**src/rtl/alu_ctrl.sv**
```systemverilog
// alu_ctrl: command sequencer and 4x4-bit register file in front of an
// external combinational 4-bit ALU (operands registered, result written back).
module alu_ctrl (
    input  logic       clk,
    input  logic       rst,
    input  logic       cmd_valid,
    output logic       cmd_ready,
    input  logic       cmd_load,
    input  logic [2:0] cmd_f,
    input  logic [1:0] cmd_sa,
    input  logic [1:0] cmd_sb,
    input  logic [1:0] cmd_dst,
    input  logic [3:0] cmd_imm,
    output logic [3:0] alu_a,
    output logic [3:0] alu_b,
    output logic [2:0] alu_f,
    input  logic [3:0] alu_y,
    output logic       res_valid,
    output logic [3:0] res_data,
    output logic       res_zero,
    input  logic [1:0] rd_addr,
    output logic [3:0] rd_data
);

    localparam int NREGS = 4;

    typedef enum logic [1:0] {
        IDLE  = 2'd0,
        ISSUE = 2'd1,
        WB    = 2'd2
    } state_t;

    state_t     state;
    logic [3:0] regs [NREGS];
    logic [1:0] dst;

    assign cmd_ready = (state == IDLE);
    assign res_valid = (state == WB);
    assign res_zero  = (res_data == 4'd0);
    assign rd_data   = regs[rd_addr];

    // Sources are sampled at acceptance, so dst may alias a source safely.
    always_ff @(posedge clk) begin
        if (!rst) begin
            state    <= IDLE;
            alu_a    <= 4'd0;
            alu_b    <= 4'd0;
            alu_f    <= 3'd0;
            dst      <= 2'd0;
            res_data <= 4'd0;
            for (int i = 0; i < NREGS; i++) begin
                regs[i] <= 4'd0;
            end
        end else begin
            unique case (state)
                IDLE: begin
                    if (cmd_valid) begin
                        if (cmd_load) begin
                            regs[cmd_dst] <= cmd_imm;
                            res_data      <= cmd_imm;
                            state         <= WB;
                        end else begin
                            alu_a <= regs[cmd_sa];
                            alu_b <= regs[cmd_sb];
                            alu_f <= cmd_f;
                            dst   <= cmd_dst;
                            state <= ISSUE;
                        end
                    end
                end
                ISSUE: begin
                    regs[dst] <= alu_y;
                    res_data  <= alu_y;
                    state     <= WB;
                end
                WB: begin
                    state <= IDLE;
                end
                default: begin
                    state <= IDLE;
                end
            endcase
        end
    end

endmodule
```
**config.mk**
```make
export PLATFORM = sky130hd
export DESIGN_NAME = alu_ctrl
export DESIGN_NICKNAME = d
export VERILOG_FILES = /design/src/rtl/alu_ctrl.sv
export SDC_FILE = /design/constraint.sdc
export NUM_CORES = 1
export LEC_CHECK = 0
export ABC_AREA = 1
export ABC_CLOCK_PERIOD_IN_PS = 1960
export BUFFER_PORTS_ARGS = -buffer_cell sky130_fd_sc_hd__buf_2
export CORE_UTILIZATION = 55
export CTS_BUF_LIST = sky130_fd_sc_hd__clkbuf_4
export DETAILED_ROUTE_END_ITERATION = 10
export PLACE_DENSITY = 0.94
export SYNTH_ARGS = -nofsm -noshare
export SYNTH_HDL_FRONTEND = slang
export SYNTH_SLANG_ARGS = --single-unit
export TNS_END_PERCENT = 5
```
**constraint.sdc**
```tcl
create_clock -name clk -period 1.96 [get_ports clk]
set_clock_uncertainty 0.15 [all_clocks]
set_input_delay 0.098 -clock clk [delete_from_list [all_inputs] [get_ports clk]]
set_output_delay 0.098 -clock clk [all_outputs]
set_load 0.005 [all_outputs]
```
# Yosys cells after proc, flatten, opt, wreduce, memory -nomap -nowiden
# Memories as Yosys holds them, arrays and structs flattened. A register that Yosys moved wholly into a read port is not among the register bits.
# Index checks and enable logic that the tools add are counted.
# W data, S select, Z words.
# word_totals
memories	1
input_bits	23
ram_bits	16
out_inout_bits	22
regBits	11
# mem_list
memory	words	word_bits	read_ports	rd_ports_with_merged_regs	wr	line_no	source
regs	4	4	3	2	4	34	logic [3:0] regs [NREGS];
# op_classes
n_bitwise	1
n_reduce_logical	9
mux	21
eq_ne	4
# op_table
cell	n
$mux W4	4
$mux W1	11
$mux W2	4
$pmux W4 S2	1
$reduce_or A4 Y1	2
$reduce_and A3 Y1	2
$logic_not A4 Y1	1
$pmux W2 S2	1
$eq A2 B1 Y1 const B	1
$eq A2 B2 Y1 const B	1
$logic_not A1 Y1	2
$logic_not A2 Y1	1
$ne A2 B1 Y1 const B	1
$ne A2 B2 Y1 const B	1
$reduce_bool A2 Y1	1
$not A1 Y1	1

# Longest topological paths before layout
# depth
ltp_word	8
ltp_mapped	9
ltp_nobuf	7

# Worst setup path after synthesis
# No wires, ideal clock.
# synth_path
path_type	register to register
start	register state[1]
end	memory regs[3][0] (enable)
path_slack_ps	419
arrival_time_ps	1062
path_stages_with_launch	7
required_ps	1481
path_buffers	0
synth_period_minus_slack_ps	1541
cell_sequence	dfxtp_1 > inv_2 > nand3_2 > nor2_1 > nor2_1 > nand2_1 > nor2_1
# synth_lines
item	line_no	source
start, declared	33	state_t state;
start signal, assigned	45	state <= IDLE;
start signal, assigned	61	state <= WB;
start signal, assigned	67	state <= ISSUE;
end, declared	34	

# Worst setup path in the final report
# layout_path
start	register state[0]
end	register dst[0]
# layout_between
elab_chain_cells	2
# layout_lines
item	line_no	source
$logic_not A2 Y1	55	unique case (state)
$reduce_and A3 Y1 (no source line)	n/a	
end signal, assigned	66	dst <= cmd_dst;
end, declared	35	logic [1:0] dst;
# Every way passes these cells.
# A chain may end at the register's enable or synchronous reset.

==> run summary <==
share of the synthesized area in the top cell type: 26.6%
fin nets: 314
worst setup margin: 159 ps
share of cells above drive strength 1: 22.6%
clock sink count: 35
Die X: 59.3 um
CORE AREA: 3080 sq um
Final setup viols: 0
most frequent cells in the layout: nor2_1 (47), buf_2 (44), nand2_1 (43), inv_1 (25), a21oi_1 (20)
slew margin rel.: 71.7%
P_leak: 0.00108 uW
Site Rows: 20
FMAX: 555 MHz
WP data arrival: 1910 ps
Layout Area Growth over Synthesis: 23.5%
worst path required time: 2070 ps
vias in the first global route: 1528
initial core utilization: 58.7%
I/O Buffers: 44
Pre-antenna DRT Iters: 5
Max-Cap Viols: 0
post-CTS resize count: 0
PwrDens: 732 nW/um^2
Starting DRT DRC Count: 79
Final Wtd Congestion: 0.876
Cells after Synth: 238
startpoint types: flip-flop
Final TNS setup: 0 ps
DPL Wire Length: 2.81 mm
maximum buffer depth of the clock tree: 2
via count: 1739
largest area contributor in the netlist: edfxtp_1
worst-skew pair later-pin latency: 350 ps
placement-stage worst setup slack: 205 ps
total CTS buffers: 5
Crit Path Category: flip-flop to flip-flop
largest cells by area after synthesis: edfxtp_1 (27%), dfxtp_1 (21%), nor2_1 (9.8%), nand2_1 (8.9%), a21oi_1 (5.5%)
wire per inst: 12.1 um
GRT overflow: 0
post-synthesis area per instance: 7.59 sq um
initial antenna violation count: 0
TritonCTS clock tree: yes
Clock Pin Slew Worst Setup and Hold Paths: 120 ps
Post-Syn Area: 1810 sq um
die area: 3520 sq um
VDD IR max: 0.000440 V
worst hold path type: primary input to flip-flop
status: completed
Ports: 45
Die Height: 59.3 um
Netlist cell types: 22
Synth warnings: 0
crit share post-route: 91.9%
worst r2r path cells: 5
commonest non-fill, non-tap cell in the layout: nor2_1
Hold Crit Depth: 5
CP endpoint kind: flip-flop
CTS H-tree depth: 2
Diodes inserted: 0
RSZ-0062 raised after global routing: false
first-pass GRT wire length: 6.57 mm
Final Hold Viols: 0
Min Hold Slack: 16.3 ps
fin crit period: 1800 ps
ANT nets after route: 0
DRC: 0
Vias/cell: 5.18
placed cell areas: 2030 sq um
Total GRT Usage: 25.9%
cell area after layout: 2230 sq um
CP max FO: 8
# fillers: 245
fin. max-slew vios: 0
pin count of the biggest net entering global routing: 22
setup bufs post-CTS: 0
drt total wl: 4.07 mm
post-synthesis sequential area ratio: 47.6%
syn_nets: 261
Yosys reg bits: 35
root buf cell: clkbuf_4
worst slew pin tran: 423 ps
[path summary, 6_finish.rpt]
kind                    start  slack [ps]          end
setup reg to reg     state[0]         160       dst[0]
setup / recovery     state[0]         160       dst[0]
hold / removal     cmd_imm[3]          20  res_data[3]
hold reg to reg   res_data[0]         350  res_data[0]
[repair_timing]
action                                  in CTS  in global routing
endpoints found under the hold margin        8                  0
endpoints found under the setup margin       0                  0
hold buffers                                13                  0
[final cells by class]
type / instances / area (sq um) / area share, %
clock inverters: 3 / 38.8 / 1.74
well taps: 44 / 55.1 / 2.47
inverters: 30 / 113 / 5.04
multi-input cells: 162 / 777 / 34.8
repair buffers: 57 / 350 / 15.7
clock buffers: 5 / 37.5 / 1.68
flip-flops and latches: 35 / 861 / 38.6
[registers in the layout, summed over array words and instances (netlist names)]
register / count
dst: 2
regs: 16
res_data: 4
alu_b: 4
alu_a: 4
state: 2
alu_f: 3
[cells in the mapped netlist, drive strengths merged]
cell type,instances
nor2,49
nand2,45
inv,30
o21ai,21
a21oi,20
dfxtp,19
nand3,18
edfxtp,16
clkbuf,8
o211ai,8
buf,3
nor4,1
[layer usage]
metal / up-vias / global-route usage (%) / routed length, um
met2: 65 / 45.9 / 2070
met1: 784 / 28.5 / 1670
li1: 876 / - / -
met4: 0 / 13.3 / 81
met5: - / 0 / 0
met3: 14 / 6.55 / 238
[where the power goes]
group | internal (uW) | switching, uW | leakage [uW]
Sequential | 813 | 32.4 | 0.000322
Combinational | 118 | 158 | 0.000719
Clock | 262 | 249 | 0.0000426
[cell families (layout without fill, tap and decap cells)]
kind of cell / count (synthesis) / count (layout) / synth area share, %
buffers and inverters: 41 / 95 / 9.35
DFF: 35 / 35 / 47.6
and+or+nand+nor: 113 / 113 / 27.7
AOI/OAI and AO/OA: 49 / 49 / 15.3
[critical path, cell delays in order, from the launching register on]
cell,delay (ps)
dfxtp_1,450
nor2_8,160
nand3_4,110
o21ai_0,190
dlygate4sd3_1,590
nor2_1,50
[through the flow]
step	util, %	power [uW]	std cells
6_report	72.5	1630	336
5_1_grt	72.5	1710	336
4_1_cts	72.5	1630	336
3_5_place_dp	65.8	1110	315
3_3_place_gp	65.8	1100	315
2_1_floorplan	-	1020	238
(Power assumes the default switching activity.)
